===== src/rtl/sz_pkg.sv =====
`default_nettype none
// ============================================================================
//  sz_pkg : shared constants, FSM states and word format for sz_code_packer
//  Revision: 1.0
// ============================================================================
package sz_pkg;

    localparam int CODE_W         = 2;
    localparam int WORD_W         = 32;
    localparam int CODES_PER_WORD = 16;
    localparam int FILL_W         = 4;

    typedef enum logic [1:0] {
        PACK  = 2'd0,
        PAD   = 2'd1,
        TRAIL = 2'd2
    } state_t;

    typedef struct packed {
        logic              last;
        logic [WORD_W-1:0] data;
    } word_t;

    localparam logic LAST_DATA    = 1'b0;
    localparam logic LAST_TRAILER = 1'b1;

    // Trailer: code count zero-extended to a full word, flagged as last.
    function automatic word_t trailer_word(input logic [WORD_W-1:0] count);
        return '{last: LAST_TRAILER, data: count};
    endfunction

endpackage
`default_nettype wire


===== src/rtl/sz_word_fifo.sv =====
`default_nettype none
// ============================================================================
//  sz_word_fifo : register-based FIFO, head read directly from storage
//  Revision: 1.0
// ============================================================================
module sz_word_fifo #(
    parameter int DEPTH = 4,
    parameter int WIDTH = 33
) (
    input  logic                       clk,
    input  logic                       rst,
    input  logic                       push,
    input  logic [WIDTH-1:0]           push_data,
    input  logic                       pop,
    output logic [WIDTH-1:0]           head,
    output logic                       full,
    output logic                       empty,
    output logic [$clog2(DEPTH):0]     count
);

    localparam int AW = $clog2(DEPTH);
    localparam logic [AW-1:0] PTR_ONE   = AW'(1);
    localparam logic [AW:0]   CNT_ONE   = (AW + 1)'(1);
    localparam logic [AW:0]   CNT_DEPTH = (AW + 1)'(DEPTH);

    logic [WIDTH-1:0] mem [DEPTH];
    logic [AW-1:0]    wr_ptr;
    logic [AW-1:0]    rd_ptr;
    logic [AW:0]      cnt;
    logic             do_push;
    logic             do_pop;

    assign full    = (cnt == CNT_DEPTH);
    assign empty   = (cnt == '0);
    assign count   = cnt;
    assign head    = mem[rd_ptr];
    assign do_push = push && !full;
    assign do_pop  = pop && !empty;

    always_ff @(posedge clk or posedge rst) begin
        if (rst) begin
            wr_ptr <= '0;
            rd_ptr <= '0;
            cnt    <= '0;
            for (int i = 0; i < DEPTH; i++) begin
                mem[i] <= '0;
            end
        end else begin
            if (do_push) begin
                mem[wr_ptr] <= push_data;
                wr_ptr      <= wr_ptr + PTR_ONE;
            end
            if (do_pop) begin
                rd_ptr <= rd_ptr + PTR_ONE;
            end
            case ({do_push, do_pop})
                2'b10:   cnt <= cnt + CNT_ONE;
                2'b01:   cnt <= cnt - CNT_ONE;
                default: cnt <= cnt;
            endcase
        end
    end

endmodule
`default_nettype wire


===== src/rtl/sz_code_packer.sv =====
`default_nettype none
// ============================================================================
//  sz_code_packer : packs 2-bit codes MSB-first into 32-bit words with a
//  pad word and code-count trailer at end of stream
//  Revision: 1.0
// ============================================================================
module sz_code_packer
    import sz_pkg::*;
#(
    parameter int FIFO_DEPTH = 4,
    parameter int CNT_W      = 32
) (
    input  logic              clk,
    input  logic              rst,
    input  logic [1:0]        code_in,
    input  logic              code_valid,
    output logic              code_ready,
    input  logic              flush,
    output logic [31:0]       out_data,
    output logic              out_valid,
    input  logic              out_ready,
    output logic              out_last,
    output logic [CNT_W-1:0]  code_count,
    output logic              busy
);

    localparam int AW = $clog2(FIFO_DEPTH);
    localparam logic [AW:0]        DEPTH_CNT = (AW + 1)'(FIFO_DEPTH);
    localparam logic [FILL_W-1:0]  FILL_LAST = FILL_W'(CODES_PER_WORD - 1);
    localparam logic [FILL_W-1:0]  FILL_ONE  = FILL_W'(1);
    localparam logic [CNT_W-1:0]   CNT_ONE   = CNT_W'(1);

    state_t             state;
    state_t             state_nxt;
    logic [WORD_W-1:0]  acc;
    logic [WORD_W-1:0]  acc_ins;
    logic [FILL_W-1:0]  fill;
    logic [FILL_W-1:0]  fill_after;
    logic [4:0]         slot_lsb;
    logic               accept;
    logic               word_done;
    logic               room;
    logic               push;
    word_t              push_word;
    word_t              head;
    logic               fifo_full;
    logic               fifo_empty;
    logic [AW:0]        fifo_count;

    assign room       = (fifo_count < DEPTH_CNT);
    assign accept     = code_valid && code_ready;
    assign word_done  = accept && (fill == FILL_LAST);
    assign fill_after = accept ? fill + FILL_ONE : fill;

    // First code of a word occupies bits [31:30], each later one 2 bits lower.
    assign slot_lsb = 5'(WORD_W - CODE_W) - {fill, 1'b0};
    assign acc_ins  = acc | (WORD_W'(code_in) << slot_lsb);

    always_ff @(posedge clk or posedge rst) begin
        if (rst) begin
            state <= PACK;
        end else begin
            state <= state_nxt;
        end
    end

    always_comb begin
        state_nxt = state;
        case (state)
            PACK:    if (flush) state_nxt = (fill_after != '0) ? PAD : TRAIL;
            PAD:     if (!fifo_full) state_nxt = TRAIL;
            TRAIL:   if (!fifo_full) state_nxt = PACK;
            default: state_nxt = PACK;
        endcase
    end

    always_comb begin
        code_ready = 1'b0;
        push       = 1'b0;
        push_word  = '{last: LAST_DATA, data: acc_ins};
        case (state)
            PACK: begin
                code_ready = room;
                push       = code_valid && room && (fill == FILL_LAST);
            end
            PAD: begin
                push      = !fifo_full;
                push_word = '{last: LAST_DATA, data: acc};
            end
            TRAIL: begin
                push      = !fifo_full;
                push_word = trailer_word(WORD_W'(code_count));
            end
            default: begin
                code_ready = 1'b0;
            end
        endcase
    end

    always_ff @(posedge clk or posedge rst) begin
        if (rst) begin
            acc        <= '0;
            fill       <= '0;
            code_count <= '0;
        end else begin
            if (accept) begin
                fill       <= fill_after;
                acc        <= word_done ? '0 : acc_ins;
                code_count <= code_count + CNT_ONE;
            end else if (state == PAD && !fifo_full) begin
                fill <= '0;
                acc  <= '0;
            end
            if (state == TRAIL && !fifo_full) begin
                code_count <= '0;
            end
        end
    end

    sz_word_fifo #(
        .DEPTH (FIFO_DEPTH),
        .WIDTH (WORD_W + 1)
    ) u_fifo (
        .clk       (clk),
        .rst       (rst),
        .push      (push),
        .push_data (push_word),
        .pop       (out_valid && out_ready),
        .head      (head),
        .full      (fifo_full),
        .empty     (fifo_empty),
        .count     (fifo_count)
    );

    assign out_data  = head.data;
    assign out_last  = head.last && !fifo_empty;
    assign out_valid = !fifo_empty;
    assign busy      = (state != PACK) || !fifo_empty;

endmodule
`default_nettype wire


===== config.mk =====
export PLATFORM = sky130hd
export DESIGN_NAME = sz_code_packer
export DESIGN_NICKNAME = d
export VERILOG_FILES = /design/src/rtl/sz_pkg.sv /design/src/rtl/sz_word_fifo.sv /design/src/rtl/sz_code_packer.sv
export SDC_FILE = /design/constraint.sdc
export NUM_CORES = 1
export LEC_CHECK = 0
export ABC_AREA = 0
export BUFFER_PORTS_ARGS = -buffer_cell sky130_fd_sc_hd__buf_2
export CORE_UTILIZATION = 35
export DETAILED_ROUTE_END_ITERATION = 7
export GPL_TIMING_DRIVEN = 0
export MAX_ROUTING_LAYER = met4
export SYNTH_ARGS = -nofsm -noshare
export SYNTH_HDL_FRONTEND = slang
export SYNTH_SLANG_ARGS = --single-unit

===== constraint.sdc =====
create_clock -name clk -period 12.6 [get_ports clk]
set_input_delay 0.63 -clock clk [delete_from_list [all_inputs] [get_ports clk]]
set_output_delay 0.63 -clock clk [all_outputs]
set_load 0.005 [all_outputs]

==> flow_summary.json, run 1 <==
{
  "status": "complete, no violations",
  "synth.avg_cell_area_um2": 12.3,
  "critical_path.startpoint_type": "register",
  "place.gp.congestion": 0.866,
  "tightest_slew_ps": 1010,
  "place_inst": 1273,
  "p_leak_nw": 5.36,
  "ant_nets": 0,
  "cts_resized": 0,
  "end_kind": "output port",
  "io_buffers": 74,
  "synthToLayoutAreaGrowth_pct": 15.9,
  "synth_top_area_share": 0.519,
  "skew_ps": 13.4,
  "multi_input_area_mm2": 0.00455,
  "synth-warning-count": 0,
  "dr_wl_met3_um": 1420,
  "async_flop_share": 1.00,
  "yosys.cell_types.count": 58,
  "clockPowerShare": 0.225,
  "fp.dieH_um": 172,
  "clkTransAtPathRegs_ps": 60,
  "grt_max_degree": 129,
  "drive_above_1_share": 0.307,
  "syn_inst": 820,
  "ys_seq_area_frac": 0.519,
  "grt_pass1_vias": 7006,
  "drt_iter0_drc": 390,
  "num_antenna_cells": 0,
  "cts_made_buffers": 23,
  "seqCellArea_mm2": 0.00523,
  "setup_viol": 0,
  "dpl.hpwl_um": 17700,
  "seqPwrFrac": 0.341,
  "pin_count": 75,
  "placed_cell_area_mm2": 0.0110,
  "fin_nets": 941,
  "chipWidth_um": 172,
  "wl_met2_um": 11400,
  "antenna_found_initial": 0,
  "synth.area.top_cells": "dfrtp_1 52%, mux2_2 13%, mux4_2 7.4%, a21oi_1 3.3%, a22o_1 2.7%",
  "totalWireLength_um": 25400,
  "syn_nets": 841,
  "vias_per_cell": 5.34,
  "grt_overflow_total": 0,
  "reg2regPathDepth": 7,
  "core-area_mm2": 0.0281,
  "synth_top_area_cell": "dfrtp_1",
  "critPathKind": "reg2out",
  "holdCritPathClass": "in2async",
  "cts_root_buffer": "clkbuf_16",
  "ys_seq_elements": 209,
  "cp_max_fo": 10,
  "p_sw_frac": 0.371,
  "synth_edf_count": 0,
  "hold_ws_ps": 188,
  "cap_viol_max_count": 0,
  "p_per_area_mw_per_mm2": 246,
  "yosys-top-cells-count": "209 x dfrtp_1, 118 x mux2_2, 66 x a21oi_1, 48 x nor2_1, 42 x nand2_1",
  "cts_max_level": 1,
  "vdd_drop_max_mv": 0.0973,
  "core.rowCount": 61,
  "clockBufferDepth": 3,
  "finalHoldViolCount": 0,
  "fin_ws_ps": 8680,
  "clkLatencyLatePin_ps": 520,
  "die-area_mm2": 0.0295,
  "rsz0062_at_grt": "false",
  "max_freq_mhz": 255,
  "p_sw_w": 0.00107,
  "finalSetupTns_ps": 0,
  "min_period_over_period": 0.311,
  "final_cells": 1314,
  "worstPathArrival_ps": 3290,
  "internal_power_w": 0.00181,
  "stdcell_area_mm2": 0.0117,
  "period_minus_slack_ps": 3920,
  "wl_per_cell_um": 19.4,
  "drt-met1-wl_um": 12100,
  "crit_required_ps": 11970,
  "cts_tree": "built",
  "routed.top_layer": "met4",
  "start_util": 0.359,
  "rrSetupSlack_ps": 9640,
  "postCtsSetupBuffers": 0,
  "clock-sinks": 209,
  "grt_pass1_wl_um": 40400,
  "synth_area_mm2": 0.0101,
  "grtUsageTotal": 0.185,
  "ys.flop_type": "dfrtp_1",
  "yosysMostFrequentCell": "dfrtp_1",
  "first_pass_iters": 5,
  "fillerInstances": 2728,
  "maxSlewViolCount": 0,
  "relSlewSlack": 0.327,
  "vias": 7022,
  "dp_slack_ps": 9110,
  "ctsHoldBuffers": 0,
  "drc": 0,
  "comb_power_share": 0.435
}
[area by class of cell]
type,count,share of cell area
Clock buffer,32,0.0573
Tap cell,378,0.0405
Timing Repair Buffer,75,0.0341
Buffer,56,0.0211
Inverter,14,0.00525
Multi-Input combinational cell,541,0.390
Sequential cell,209,0.448
Clock inverter,9,0.00450
[layout by cell type (no fill, tap or decap), types with 9 or more instances in the layout]
| cell | instances |
|---|---|
| a21oi_1 | 66 |
| clkbuf_16 | 23 |
| nand2_1 | 42 |
| buf_2 | 78 |
| clkbuf_1 | 43 |
| inv_1 | 11 |
| mux2_2 | 118 |
| a221oi_1 | 27 |
| xor2_1 | 19 |
| mux4_2 | 33 |
| nand4_1 | 11 |
| ha_1 | 13 |
| xnor2_1 | 9 |
| a22o_1 | 31 |
| dfrtp_1 | 209 |
| o21ai_0 | 27 |
| nand3_1 | 19 |
| nor2_1 | 48 |
[state kept, by name, summed over array words and instances, names as in the netlist]
signal,flops
u_fifo.mem,132
acc,32
code_count,32
fill,4
u_fifo.count,3
state,2
u_fifo.rd_ptr,2
u_fifo.wr_ptr,2
[metrics by stage]
stage	total power, W	utilization
after floorplan	0.00185	-
after global placement	0.00223	0.389
after detailed placement	0.00226	0.390
after CTS	0.00291	0.416
after global routing	0.00307	0.416
final	0.00288	0.416
[path summary, 6_finish.rpt]
check / start / endpoint
worst min-delay path: rst / u_fifo.mem[121]$_DFFE_PP0P_
min in group clk: code_in[1] / acc[17]$_DFFE_PP0P_
max in group asynchronous: rst / code_count[20]$_DFFE_PP0P_
worst min register to register: u_fifo.mem[99]$_DFFE_PP0P_ / u_fifo.mem[99]$_DFFE_PP0P_
worst max-delay path: u_fifo.rd_ptr[0]$_DFFE_PP0P_ / out_data[11]
worst max register to register: state[0]$_DFFE_PP0P_ / u_fifo.mem[104]$_DFFE_PP0P_
[worst max-delay path, stage by stage, from the launching register on]
cell	delay (ps)
dfrtp_1	320
clkbuf_1	560
clkbuf_1	610
buf_1	700
mux4_2	430
buf_2	150
[cells by family after synthesis]
kind of cell    count (synthesis)  share of synthesized area
compound gates                172                      0.114
xor+xnor                       28                     0.0243
fa+ha+maj                      14                     0.0181
buf+inv                        70                     0.0298
flops                         209                      0.519
mux                           153                      0.207
simple gates                  174                     0.0876
[power by group through the flow]
stage / Clock (W) / Combinational (W) / Sequential (W)
after floorplan: 0 / 0.000889 / 0.000957
after global placement: 0 / 0.00124 / 0.000985
after detailed placement: 0 / 0.00127 / 0.000991
after CTS: 0.000660 / 0.00127 / 0.000981
after global routing: 0.000687 / 0.00138 / 0.00101
final: 0.000646 / 0.00125 / 0.000980
[per-layer routing]
layer / vias to the layer above / track usage
li1: 3265 / -
met1: 3515 / 0.266
met2: 204 / 0.272
met3: 38 / 0.0260
met4: 0 / 0.0504
met5: - / -
Power figures use the tool's default switching activity.
==> run 2: changes to the inputs <==
==> constraint.sdc (replaced) <==
create_clock -name clk -period 3.2 [get_ports clk]
set_input_delay 0.16 -clock clk [delete_from_list [all_inputs] [get_ports clk]]
set_output_delay 0.16 -clock clk [all_outputs]
set_load 0.005 [all_outputs]
==> run 2 against run 1 <==
  * The run now ends with negative hold slack left
  * Clock power rose to 4.4 times the previous value
  * Largest power group unchanged
  * Final cell count rose by 0.61%
  * First-iteration DRC count rose by 15%
  * Count of clock-buffer cells in the layout rose by 2
  * Critical path depth fell by 1
  * Via count rose by 0.64%
  * Critical path type unchanged
  * Worst hold slack got worse by 190 ps
  * Combinational power rose to 3.9 times the previous value
  * Flip-flop and latch count did not move
  * Highest routed layer unchanged
==> flow_summary.json, run 2 (synthesis results as in run 1) <==
{
  "reg2regPathDepth": 6,
  "cts_tree": "built",
  "vias": 7067,
  "maxSlewViolCount": 0,
  "cts_max_level": 1,
  "clock-sinks": 209,
  "clockBufferDepth": 3,
  "cp_slowest_cell": "dfrtp_1",
  "grt_pass1_wl_um": 40800,
  "finalHoldViolCount": 1,
  "crit_required_ps": 3040,
  "placed_cell_area_mm2": 0.0111,
  "largest_reg_flops": 132,
  "violations": "negative hold slack",
  "fin_nets": 949,
  "chipWidth_um": 172,
  "grtUsageTotal": 0.186,
  "max_freq_mhz": 331,
  "vias_per_cell": 5.35,
  "drive_above_1_share": 0.315,
  "worst-path-stages": 4,
  "seqPwrFrac": 0.333,
  "wl_per_cell_um": 19.5,
  "critPathTopFamily": "buffers and inverters",
  "skew_ps": 18.5,
  "stdcell_area_mm2": 0.0119,
  "vdd_drop_max_mv": 0.381,
  "p_leak_nw": 5.46,
  "clockPowerShare": 0.245,
  "setup_viol": 0,
  "place.gp.congestion": 0.865,
  "dpl.hpwl_um": 18300,
  "clkTransAtPathRegs_ps": 60,
  "worst_hold_startpoint": "flush",
  "end_kind": "output port",
  "top_register": "u_fifo.mem",
  "antenna_found_initial": 0,
  "die-area_mm2": 0.0295,
  "final_cell_mix": "209 x dfrtp_1, 118 x mux2_2, 79 x buf_2",
  "num_antenna_cells": 0,
  "postCtsSetupBuffers": 0,
  "tightest_slew_ps": 1000,
  "cts_root_buffer": "clkbuf_16",
  "fp.dieH_um": 172,
  "comb_power_share": 0.422,
  "pin_count": 75,
  "cp_max_fo": 10,
  "status": "complete, but fails checks",
  "critPathBufInv": 3,
  "relSlewSlack": 0.326,
  "dp_slack_ps": 143,
  "clkLatencyLatePin_ps": 520,
  "internal_power_w": 0.00743,
  "rrSetupSlack_ps": 200,
  "synthToLayoutAreaGrowth_pct": 18.2,
  "core.rowCount": 61,
  "holdCritPathClass": "in2reg",
  "slowest_delay_ps": 710,
  "endpoint": "out_data[24]",
  "io_buffers": 74,
  "p_sw_frac": 0.364,
  "drc": 0,
  "period_minus_slack_ps": 3020,
  "grt_pass1_vias": 6928,
  "totalWireLength_um": 25700,
  "first_pass_iters": 4,
  "critical_path.startpoint_type": "register",
  "fin_ws_ps": 175,
  "cts_made_buffers": 24,
  "grt_max_degree": 40,
  "path_cells": "clkbuf_2, buf_1, mux4_2, buf_2",
  "grt_overflow_total": 0,
  "hold_ws_ps": -1.94,
  "ant_nets": 0,
  "worstPathArrival_ps": 2860,
  "reg2reg_to": "u_fifo.mem[40]$_DFFE_PP0P_",
  "reg_top3": "u_fifo.mem x132, acc x32, code_count x32",
  "p_sw_w": 0.00425,
  "min_period_over_period": 0.945,
  "critPathKind": "reg2out",
  "core-area_mm2": 0.0281,
  "r2r_start": "fill[0]$_DFFE_PP0P_",
  "drt_iter0_drc": 450,
  "p_per_area_mw_per_mm2": 980,
  "final_common_cell": "dfrtp_1",
  "start_util": 0.359,
  "cap_viol_max_count": 0,
  "critPathLaunch": "u_fifo.rd_ptr[0]$_DFFE_PP0P_"
}
-- run 2: cell count changes in the layout (fill, tap and decap cells not counted), sizes merged, moves of 2 or more --
cell / before / now
clkinv: 9 / 4
clkinvlp: 0 / 2
bufinv: 0 / 3
buf: 88 / 91
dlygate4sd3: 0 / 3
clkbuf: 75 / 78
-- run 2: area by class of cell --
cell class              count  area, um^2
clock buffers              34         698
plain buffers              55         248
flip-flops and latches    209        5230
clock inverters             8         133
inverters                  14        57.6
multi-input cells         541        4560
repair buffers             83         520
well taps                 378         473
fillers                  2692       16200
-- run 2: metal layers --
layer,global-route usage,up-vias,part of all wire
met5,-,-,0
met3,0.0244,36,0.051
met1,0.270,3556,0.48
met2,0.279,206,0.45
met4,0.0358,0,0.016
li1,-,3269,-
-- run 2: power groups by stage --
stage | combinational (W) | sequential, W | clock [W]
after floorplan | 0.00350 | 0.00377 | 0
after detailed placement | 0.00502 | 0.00390 | 0
final | 0.00493 | 0.00390 | 0.00286
after global placement | 0.00491 | 0.00388 | 0
after CTS | 0.00499 | 0.00390 | 0.00292
after global routing | 0.00543 | 0.00400 | 0.00303
-- run 2: how the worst min path moves through the flow --
stage / to / slack, ps / cells past startpoint
2_1_floorplan: acc[16]$_DFFE_PP0P_ / 310 / 2
3_3_place_gp: u_fifo.mem[34]$_DFFE_PP0P_ / 460 / 2
3_5_place_dp: u_fifo.mem[55]$_DFFE_PP0P_ / 230 / 2
4_1_cts: state[0]$_DFFE_PP0P_ / 4 / 3
5_1_grt: state[0]$_DFFE_PP0P_ / 50 / 3
6_report: state[0]$_DFFE_PP0P_ / -2 / 3
-- run 2: per-stage QoR --
step,util,total power (W),hold WS [ps],instances,TNS (ps)
after CTS,0.424,0.0118,3.92,1322,0
after global routing,0.424,0.0125,52.2,1322,-34.1
after floorplan,-,0.00727,309,820,0
after global placement,0.389,0.00878,456,1272,-221410
after detailed placement,0.393,0.00892,225,1278,0
final,0.424,0.0117,-1.94,1322,0
-- run 2: worst reg2reg max path, cell delays in order, from the launching register on --
cell      delay (ps)
dfrtp_1          480
ha_1             290
nand3_1          240
o21ai_1          440
nand3_1          580
clkbuf_1         470
mux2_2           380
-- run 2: repair_timing --
action	in CTS	in global routing
endpoints found under the setup margin	18	24
hold endpoints to repair	17	0
hold buffers	3	0
gates resized for setup	2	5
pin swaps	0	0
==> run 3: changes to the inputs <==
--- a/config.mk
+++ b/config.mk
@@ -11,6 +11,7 @@
 export DETAILED_ROUTE_END_ITERATION = 7
 export GPL_TIMING_DRIVEN = 0
 export MAX_ROUTING_LAYER = met4
+export RECOVER_POWER = 50
 export SYNTH_ARGS = -nofsm -noshare
 export SYNTH_HDL_FRONTEND = slang
 export SYNTH_SLANG_ARGS = --single-unit
==> run 3 against run 2 <==
  * The run ends with negative hold slack, max-capacitance violations, max-slew violations left
  * First-iteration DRC count shrank 3.1%
  * Setup slack gained 5.0 ps
  * Final cell count is the same
  * Count of clock-buffer cells in the layout is the same
  * Global-route usage is the same
  * Via count grew 0.30%
  * Sequential power is essentially flat
  * Flip-flop and latch count is the same
  * Critical endpoint unchanged
  * Largest cell class unchanged
==> flow_summary.json, run 3 (synthesis results as in run 1) <==
{
  "wl_per_cell_um": 19.5,
  "comb_power_share": 0.421,
  "tightest_slew_ps": 1880,
  "p_sw_w": 0.00425,
  "cts_tree": "built",
  "clockPowerShare": 0.245,
  "grt_pass1_vias": 6928,
  "cts_max_level": 1,
  "cts_made_buffers": 24,
  "relSlewSlack": -0.256,
  "hold_ws_ps": -2.08,
  "vias_per_cell": 5.36,
  "grt_max_degree": 40,
  "p_sw_frac": 0.364,
  "core.rowCount": 61,
  "worstPathArrival_ps": 2860,
  "max_freq_mhz": 331,
  "crit_required_ps": 3040,
  "setup_viol": 0,
  "cp_max_fo": 10,
  "cts_root_buffer": "clkbuf_16",
  "end_kind": "output port",
  "place.gp.congestion": 0.865,
  "largest_reg_flops": 132,
  "die-area_mm2": 0.0295,
  "violations": "negative hold slack, max-capacitance violations, max-slew violations",
  "vdd_drop_max_mv": 0.381,
  "postCtsSetupBuffers": 0,
  "status": "complete, but fails checks",
  "critPathKind": "reg2out",
  "synthToLayoutAreaGrowth_pct": 17.3,
  "drt_iter0_drc": 436,
  "core-area_mm2": 0.0281,
  "drc": 0,
  "vias": 7088,
  "pin_count": 75,
  "period_minus_slack_ps": 3020,
  "final_util": 0.421,
  "drt-met1-wl_um": 12400,
  "clkTransAtPathRegs_ps": 60,
  "fp.dieH_um": 172,
  "stdcell_area_mm2": 0.0118,
  "min_period_over_period": 0.944,
  "cap_viol_max_count": 3,
  "finalHoldViolCount": 1,
  "io_buffers": 74,
  "reg_top3": "u_fifo.mem x132, acc x32, code_count x32",
  "p_leak_nw": 5.36,
  "skew_ps": 19.7,
  "clock-sinks": 209,
  "final_common_cell": "dfrtp_1",
  "num_antenna_cells": 0,
  "clkLatencyLatePin_ps": 530,
  "chipWidth_um": 172,
  "totalWireLength_um": 25700,
  "antenna_found_initial": 0,
  "p_per_area_mw_per_mm2": 987,
  "critical_path.startpoint_type": "register",
  "start_util": 0.359,
  "top_register": "u_fifo.mem",
  "holdCritPathClass": "in2reg",
  "grtUsageTotal": 0.186,
  "fin_nets": 949,
  "seqPwrFrac": 0.334,
  "routed.top_layer": "met4",
  "final_cell_mix": "209 x dfrtp_1, 118 x mux2_2, 66 x a21oi_1",
  "dpl.hpwl_um": 18300,
  "clockBufferDepth": 3,
  "maxSlewViolCount": 111,
  "dr_wl_met3_um": 1260,
  "wl_met2_um": 11600,
  "grt_overflow_total": 0,
  "first_pass_iters": 4,
  "fillerInstances": 2709,
  "internal_power_w": 0.00742,
  "grt_pass1_wl_um": 40800,
  "ant_nets": 0,
  "drive_above_1_share": 0.293,
  "placed_cell_area_mm2": 0.0111
}
==> run 3: cell count changes in the layout (fill, tap and decap cells not counted), moves of 2 or more <==
cell / change
clkbuf_1: +18
clkdlybuf4s25_1: +2
buf_2: -16
buf_12: -5
==> run 3: power groups by stage <==
stage | clock [W] | combinational (W) | sequential, W
6_report | 0.00286 | 0.00491 | 0.00390
3_3_place_gp | 0 | 0.00491 | 0.00388
2_1_floorplan | 0 | 0.00350 | 0.00377
4_1_cts | 0.00292 | 0.00499 | 0.00390
5_1_grt | 0.00303 | 0.00541 | 0.00400
3_5_place_dp | 0 | 0.00502 | 0.00390
==> run 3: stage by stage <==
step / hold slack (ps) / setup TNS (ps) / worst slack [ps] / power [W] / instances
CTS: 3.92 / 0 / 95.1 / 0.0118 / 1322
finish: -2.08 / 0 / 180 / 0.0117 / 1322
global route: 52.2 / -34.1 / -10.5 / 0.0124 / 1322
global placement: 456 / -221410 / -1080 / 0.00878 / 1272
floorplan: 309 / 0 / 326 / 0.00727 / 820
detailed placement: 225 / 0 / 143 / 0.00892 / 1278
==> run 3: worst paths after layout <==
| kind | slack, ps | endpoint | cells past startpoint | from |
|---|---|---|---|---|
| worst max-delay path | 180 | out_data[24] | 4 | u_fifo.rd_ptr[0]$_DFFE_PP0P_ |
| worst min-delay path | -2 | state[0]$_DFFE_PP0P_ | 3 | flush |
| worst max register to register | 210 | u_fifo.mem[40]$_DFFE_PP0P_ | 7 | state[0]$_DFFE_PP0P_ |
| worst min register to register | 480 | u_fifo.mem[83]$_DFFE_PP0P_ | 2 | u_fifo.mem[83]$_DFFE_PP0P_ |
| max in group asynchronous | 490 | code_count[8]$_DFFE_PP0P_ | 4 | rst |
| min in group asynchronous | 290 | u_fifo.mem[55]$_DFFE_PP0P_ | 3 | rst |
==> run 3: layout make-up <==
type,instances,area [um^2],share of cell area
Sequential cell,209,5230,0.442
Multi-Input combinational cell,541,4560,0.385
Clock buffer,34,698,0.0590
Tap cell,378,473,0.0400
Timing Repair Buffer,83,433,0.0366
Buffer,55,248,0.0209
Clock inverter,8,133,0.0112
Inverter,14,55.1,0.00465
==> run 3: layer usage <==
layer / track usage / vias to the layer above
li1: - / 3274
met1: 0.270 / 3578
met2: 0.279 / 201
met3: 0.0244 / 35
met4: 0.0358 / 0
met5: - / -
==> run 3: worst max-delay path: stages (launching register included) <==
cell	delay, ps
dfrtp_1	710
clkbuf_2	430
buf_1	590
mux4_2	450
buf_2	150
==> run 3: what timing repair did <==
item,in CTS,in global routing
setup endpoints to repair,18,24
hold endpoints to repair,17,0
hold buffers,3,0
gates resized for setup,2,5
pin swaps,0,0
cloned,0,0
